### src/rtl/reset_supervisor_pkg.sv
// reset_supervisor_pkg: shared encodings for the reset supervisor and its bus register
package reset_supervisor_pkg;

    localparam int CAUSE_BTN = 0;
    localparam int CAUSE_WD  = 1;
    localparam int CAUSE_SW  = 2;

    localparam int REQ_BIT = 0;
    localparam int CLR_BIT = 1;

    typedef enum logic [1:0] {
        IDLE,
        HOLD,
        WAIT_CLR
    } state_t;

endpackage

### src/rtl/btn_debounce.sv
// btn_debounce: synchronises a raw button and emits one event per debounced press
module btn_debounce #(
    parameter int DEBOUNCE_TICKS = 8
) (
    input  logic clk,
    input  logic rst,
    input  logic tick,
    input  logic btn_in,
    output logic level,
    output logic evt
);

    localparam int CW = $clog2(DEBOUNCE_TICKS + 1);
    localparam logic [CW-1:0] LIMIT = CW'(DEBOUNCE_TICKS);

    logic meta;
    logic [CW-1:0] cnt;

    // Two-flop synchroniser, then count ticks while held; the counter parks at LIMIT until release
    always_ff @(posedge clk or posedge rst) begin
        if (rst) begin
            meta  <= 1'b0;
            level <= 1'b0;
            cnt   <= '0;
            evt   <= 1'b0;
        end else begin
            meta  <= btn_in;
            level <= meta;
            cnt   <= !level ? '0 : (tick && cnt != LIMIT) ? cnt + 1'b1 : cnt;
            evt   <= level && tick && cnt == LIMIT - 1'b1;
        end
    end

endmodule

### src/rtl/reset_supervisor.sv
// reset_supervisor: merges watchdog, button and software resets into a stretched sys_rst
module reset_supervisor
    import reset_supervisor_pkg::*;
#(
    parameter int HOLD_CYCLES    = 16,
    parameter int DEBOUNCE_TICKS = 8
) (
    input  logic        clk,
    input  logic        rst,
    input  logic        tick,
    input  logic        stb,
    input  logic        we,
    input  logic [7:0]  data_in,
    output logic [31:0] data_out,
    output logic        ack,
    input  logic        wd_trig,
    input  logic        btn_in,
    output logic        sys_rst
);

    localparam int HW = $clog2(HOLD_CYCLES);
    localparam logic [HW-1:0] HOLD_INIT = HW'(HOLD_CYCLES - 1);

    state_t        state;
    logic [HW-1:0] hold_cnt;
    logic [7:0]    count;
    logic [2:0]    cause;
    logic [2:0]    src;
    logic          btn_level;
    logic          btn_evt;
    logic          sw_req;
    logic          clr_req;
    logic          fire;

    btn_debounce #(.DEBOUNCE_TICKS(DEBOUNCE_TICKS)) u_btn (
        .clk    (clk),
        .rst    (rst),
        .tick   (tick),
        .btn_in (btn_in),
        .level  (btn_level),
        .evt    (btn_evt)
    );

    assign sw_req   = stb & we & data_in[REQ_BIT];
    assign clr_req  = stb & we & data_in[CLR_BIT];
    assign fire     = (state == IDLE) && (|src);
    assign ack      = stb;
    assign data_out = (stb & ~we) ? {16'b0, count, 5'b0, cause} : 32'b0;

    // Collect reset sources into their cause bit positions
    always_comb begin
        src            = '0;
        src[CAUSE_BTN] = btn_evt;
        src[CAUSE_WD]  = wd_trig;
        src[CAUSE_SW]  = sw_req;
    end

    // Reset sequencing: enter HOLD on any source, stretch, then wait for sources to clear
    always_ff @(posedge clk or posedge rst) begin
        if (rst) begin
            state    <= HOLD;
            hold_cnt <= HOLD_INIT;
            sys_rst  <= 1'b1;
        end else begin
            case (state)
                IDLE: if (fire) begin
                    state    <= HOLD;
                    hold_cnt <= HOLD_INIT;
                    sys_rst  <= 1'b1;
                end
                HOLD: begin
                    hold_cnt <= hold_cnt - 1'b1;
                    if (hold_cnt <= HW'(1)) state <= WAIT_CLR;
                end
                WAIT_CLR: if (!wd_trig && !btn_level) begin
                    state   <= IDLE;
                    sys_rst <= 1'b0;
                end
                default: state <= IDLE;
            endcase
        end
    end

    // Cause/count survive sys_rst; an accepted event overrides a same-cycle clear
    always_ff @(posedge clk or posedge rst) begin
        if (rst) begin
            cause <= '0;
            count <= '0;
        end else if (fire) begin
            cause <= src;
            count <= clr_req ? 8'd1 : (count == 8'hFF) ? count : count + 1'b1;
        end else if (clr_req) begin
            cause <= '0;
            count <= '0;
        end
    end

endmodule
### config.mk
export PLATFORM = sky130hd
export DESIGN_NAME = reset_supervisor
export DESIGN_NICKNAME = d
export VERILOG_FILES = /design/src/rtl/reset_supervisor_pkg.sv /design/src/rtl/btn_debounce.sv /design/src/rtl/reset_supervisor.sv
export SDC_FILE = /design/constraint.sdc
export NUM_CORES = 1
export LEC_CHECK = 0
export BUFFER_PORTS_ARGS = -buffer_cell sky130_fd_sc_hd__buf_4
export CORE_ASPECT_RATIO = 1.1
export CORE_MARGIN = 3
export CORE_UTILIZATION = 54
export DETAILED_ROUTE_END_ITERATION = 10
export PLACE_DENSITY_LB_ADDON = 0.1
export SETUP_SLACK_MARGIN = 0.02
export SYNTH_ARGS = -nofsm -noshare
export SYNTH_HDL_FRONTEND = slang
export SYNTH_SLANG_ARGS = --single-unit
### constraint.sdc
create_clock -name clk -period 3.2 [get_ports clk]
set_input_delay 0.16 -clock clk [delete_from_list [all_inputs] [get_ports clk]]
set_output_delay 0.16 -clock clk [all_outputs]
set_load 0.1 [all_outputs]
# Word-level counts from Yosys, hierarchy flattened
# Cells that the tools add are included.
dict set report op_classes {
  n_lt_le_gt_ge 1
  n_bitwise 5
  eq_ne 10
  n_reduce_logical 16
  n_mux 18
  n_addsub 3
}
# op count
set ops {}
lappend ops {{$mux W8} 4}
lappend ops {{$mux W16} 1}
lappend ops {{$mux W4} 3}
lappend ops {{$ne A2 B2 Y1 const B} 5}
lappend ops {{$add A8 B1 Y8 const B} 1}
lappend ops {{$eq A8 B8 Y1 const B} 1}
lappend ops {{$pmux W4 S2} 1}
lappend ops {{$mux W2} 3}
lappend ops {{$mux W3} 2}
lappend ops {{$pmux W2 S3} 1}
lappend ops {{$reduce_and A3 Y1} 2}
lappend ops {{$reduce_bool A2 Y1} 3}
lappend ops {{$logic_and A1 B1 Y1} 5}
lappend ops {{$add A4 B1 Y4 const B} 1}
lappend ops {{$and A1 B1 Y1} 4}
lappend ops {{$eq A4 B3 Y1 const B} 1}
lappend ops {{$le A4 B1 Y1 const B} 1}
lappend ops {{$ne A4 B4 Y1 const B} 1}
lappend ops {{$reduce_and A2 Y1} 2}
lappend ops {{$sub A4 B1 Y4 const B} 1}
lappend ops {{$reduce_or A3 Y1} 1}
lappend ops {{$eq A2 B1 Y1 const B} 1}
lappend ops {{$eq A2 B2 Y1 const B} 1}
lappend ops {{$logic_not A1 Y1} 2}
lappend ops {{other kinds (4)} 5}
dict set report word_totals {
  output_inout_bits 34
  register_bits 25
  wordCells 62
  in_bits 15
}

# Depth between registers and ports, before layout
dict set report depth {
  depth_word 6
  depth_mapped 6
  depth_no_buf 6
}

# Cells and area by module
# From an unflattened synthesis, not the netlist that was laid out.
dict set report hier_totals {
  hier_cells 161
  area_unflattened_um2 1506.4
}
# module area_each_um2 cells_each instances seq_area_each_um2
set by_module_without_submodules {}
lappend by_module_without_submodules {reset_supervisor 1194.9 132 1 457.9}
lappend by_module_without_submodules {btn_debounce 311.5 29 1 175.2}

# Least setup slack after synthesis
# Ideal clock, no wire load.
dict set report synth_timing {
  path_kind {flip-flop to flip-flop}
  startpoint {register count[0]}
  endpoint {register count[5]}
  arrival_ps 1408
  period_less_slack_ps 1485
  n_path_buf 0
  setup_slack_ps 1715
  t_required_ps 3123
  path_stages_with_launch 6
  setup_time_ps 77
  path_cell_list {dfrtp_1 ha_1 nand3_1 o2111ai_2 or3_1 a21oi_1}
}
dict set report synth_via {
  elab_chain_cells 4
  elab_cells_between_ends 7
  cone_classes {add/sub (1); eq/ne (2); mux (3); reduce/logical (1)}
}
# item line_no
set synth_lines {}
lappend synth_lines {{start, declared} reset_supervisor.sv:26} ;# logic [7:0] count;
lappend synth_lines {{start signal, assigned} reset_supervisor.sv:91} ;# count <= clr_req ? 8'd1 : (count == 8'hFF) ? count : count + 1'b1;
lappend synth_lines {{$add A8 B1 Y8} reset_supervisor.sv:91}
lappend synth_lines {{$mux W8 (2 in a row)} reset_supervisor.sv:91}
lappend synth_lines {{$mux W8} reset_supervisor.sv:89} ;# end else if (fire) begin
# Several ways; a longest one is shown, not always the timed one. The select of a mux whose other input is x is not followed.
# A chain may end at the register's enable or synchronous reset.

# Worst setup path after layout
# Ends and elaborated chain as after synthesis.

==> impl_summary.txt <==
----------------------------------------------------
[Status]
  Outcome ... complete, no violations

[Timing]
  Total count of hold-check failures in the final report ... 0
  Setup repair after global routing missed its margin ... false
  Final setup viols ... 0
  Actual transition at the worst max-transition pin ... around 930 ps
  Setup slack after layout ... approximately 1500 ps
  Final number of max-transition violations ... 0
  Slew HR ... 0.377
  Final worst path period need ... ~1700 ps
  Post-route fraction of the period consumed by the critical path ... 0.525
  Max Clock Skew ... 5.24 ps
  Post-route setup TNS ... 0 ps
  Max Clock Freq ... around 0.60 GHz

[Worst setup path]
  Maximum fanout along the worst path ... 5
  Arrival time of data at the critical path endpoint ... 1930 ps
  Critical Path, Cell by Cell ... ha_1, nand3_1, o2111ai_2, or3_1, a21oi_1
  Critical path data required time ... 3450 ps
  Crit path capture type ... register
  Worst path max stage delay ... approximately 440 ps
  Standard cell with the maximum stage delay on the critical path ... dfrtp_1
  Crit start category ... register
  Critical Setup Path Class ... reg2reg

[Die]
  Die span in y ... between 60 and 70 um
  Placeable core area ... roughly 0.0025 sq mm
  Num rows ... 19
  Die boundary width ... between 50 and 60 um
  Floorplan die area ... between 0.003 and 0.004 sq mm
  Number of I/O pins ... between 40 and 50
  Initial core utilization ... 0.578

[Logic synthesis]
  Cell taking the most area after synthesis ... dfrtp_1
  Total of flip-flops plus latches after synthesis ... 25
  Number of flops mapped to enable cells by yosys ... 0
  Synth Area in Simple Gates ... 0.230
  Area share of fa/ha/maj cells after synthesis ... 0.0425
  Share of the synthesized netlist area taken by xor and xnor gates ... 0.0179
  Sequential area share after synthesis ... 0.430
  Distinct cell type count of the synthesized netlist ... 35
  Proportion of synthesized area in mux cells ... 0
  Asr flop ratio synth ... 1.00
  Post-synthesis instance total ... approximately 160
  Dominant combinational cell family by area after synthesis ... simple AND/OR/NAND/NOR gates
  Complex-gate fraction of the synthesized area ... 0.150
  Total number of yosys warnings ... 0
  Synthesized cell area ... between 0.001 and 0.0015 sq mm
  Leading cell types by total area after synthesis ... dfrtp_1, buf_4, dfstp_2, and2_1, ha_1
  Mean Syn Cell Area ... 9.49 sq um
  Post-synth top flop ... dfrtp_1
  Yosys top cell area share ... 0.323

[Global route]
  Pin count of the biggest net entering global routing ... 26
  Peak-usage layer in the global routing report ... met2
  Initial antenna violation count ... 0
  Met1 layer usage reported by global route ... 0.200
  Grt total ovfl ... 0
  Met2 usage ... 0.334
  Global routing usage on met3 ... 0.0255
  Wire length of the first global-routing pass ... 4.62 mm
  Via count of the first global-routing pass ... 1055
  GRT Overall Usage ... 0.174

[Power]
  Worst voltage drop across the vdd grid ... ~560 uV
  Leakage power ... between 0.7 and 0.8 nW
  Pwr Density ... approximately 660 mW/mm^2

[Layout]
  Count of antenna diodes in the layout ... 0
  Number of nets in the layout ... around 200
  Share of final-layout standard cells stronger than drive strength 1 ... 0.208
  Fillers ... around 230
  Multi-input logic area ... roughly 730 sq um
  Storage cell area ... ~630 sq um
  Synth-to-Final Area Change ... 9.44%
  Leading cell types in the layout, fill and taps excluded ... conb_1, buf_4, dfrtp_1, and2_1

[Drt]
  Antenna violation net count after detailed routing ... 0
  Number of design-rule violations left by the first detailed-router iteration ... 26
  Vias ... between 1000 and 1500
  DRC ... 0
  WL per Instance ... 13.1 um
  First-pass DRT Iterations ... 5
  WL final ... about 2.7 mm
  Via density ... around 5.4

[Clock network]
  CTS hold repair buffers ... 1
  Sink Count ... 25
  Clock tree from TritonCTS ... done
  Number of H-tree levels ... 1
  Clock tree root driver cell ... clkbuf_4
  Longest Clk Path Bufs ... 2
  Cts repair resizes ... 0
  Total clock buffers created by CTS ... 3
  Post-CTS Repair Setup Buffers ... 0
  CTS clock-pin slew for the worst setup and hold paths ... around 130 ps
  Clock latency on the worst-skew pair ... roughly 320 ps

[Min path]
  Min-Delay Path Class ... in2async

[Placement]
  Placement Setup Slack ... 1560 ps
  Final RePlAce weighted congestion ... just under 0.8
  Number of input and output port buffers inserted ... 21
  Detail Placement HPWL ... slightly above 2 mm

[Run]
  # Max-Cap Violations ... 0

----------------------------------------------------
==> worst max-delay path, delay by kind of cell, from the launching register on <==
family          cells  cell delay (ps)
fa+ha+maj           1              260
simple gates        2              540
compound gates      2              360
flops               1              440
==> metrics by stage <==
step,instances,area [sq um],hold slack (ps),total power (W),utilization
after floorplan,175,1550,183,0.000864,-
after global placement,204,1570,270,0.000913,0.619
after detailed placement,204,1570,272,0.000931,0.619
after CTS,209,1610,66.3,0.00107,0.633
after global routing,209,1610,99.0,0.00114,0.633
final,209,1610,39.1,0.00107,0.633
==> synthesized netlist by cell type (2+ instances only) <==
master and instances:
and3_1 4, a32o_1 2, xnor2_1 3, nor2b_1 3, dfstp_2 6, ha_1 5, o31ai_1 2, a311oi_1 2
nor3_1 4, or3_1 3, and2_1 15, nand2_1 8, dfrtp_1 19, nand4_1 4, nor2_1 8, o21ai_0 9
nand3_1 9, a21oi_1 7, inv_1 5, buf_4 22
==> kinds of logic after synthesis <==
family | Yosys count
AOI/OAI and AO/OA | 31
other | 1
xor gates and xnor gates | 3
adders and majority gates | 5
buffers and inverters | 28
and+or+nand+nor | 62
DFF | 25
==> worst paths after layout <==
| kind | startpoint | end | slack [ps] | cells past startpoint |
|---|---|---|---|---|
| worst max-delay path | count[0] | count[5] | 1520 | 5 |
| worst min-delay path | rst | u_btn.cnt[3] | 40 | 2 |
| max in group asynchronous | rst | count[2] | 2590 | 2 |
| min in group clk | wd_trig | cause[1] | 100 | 2 |
| worst min register to register | u_btn.meta | u_btn.level | 370 | 0 |
| worst max register to register | count[0] | count[5] | 1520 | 5 |
==> report_power, final <==
part           switching (W)  leakage, nW  total [W]  internal, W
registers          0.0000677        0.318   0.000476     0.000408
clock network      0.0000910       0.0150   0.000140    0.0000488
logic               0.000333        0.430   0.000450     0.000117
total               0.000492        0.763    0.00107     0.000574
==> registers in the layout, summed over array words and instances (netlist names) <==
register / count
u_btn.meta: 1
sys_rst: 1
cause: 3
hold_cnt: 4
state: 2
u_btn.level: 1
u_btn.evt: 1
count: 8
u_btn.cnt: 4
==> metal layers <==
layer	vias to the layer above	share of wire
met4	0	0.011
li1	550	-
met5	-	0
met1	544	0.41
met3	4	0.039
met2	24	0.54
==> layout make-up <==
| cell class | instances | area share |
|---|---|---|
| clock buffer | 4 | 0.0163 |
| inverter | 5 | 0.0117 |
| multi-input combinational | 122 | 0.451 |
| sequential | 25 | 0.393 |
| tap | 31 | 0.0241 |
| timing repair buffer | 22 | 0.104 |
No activity file was read; power rests on OpenSTA's default activity.
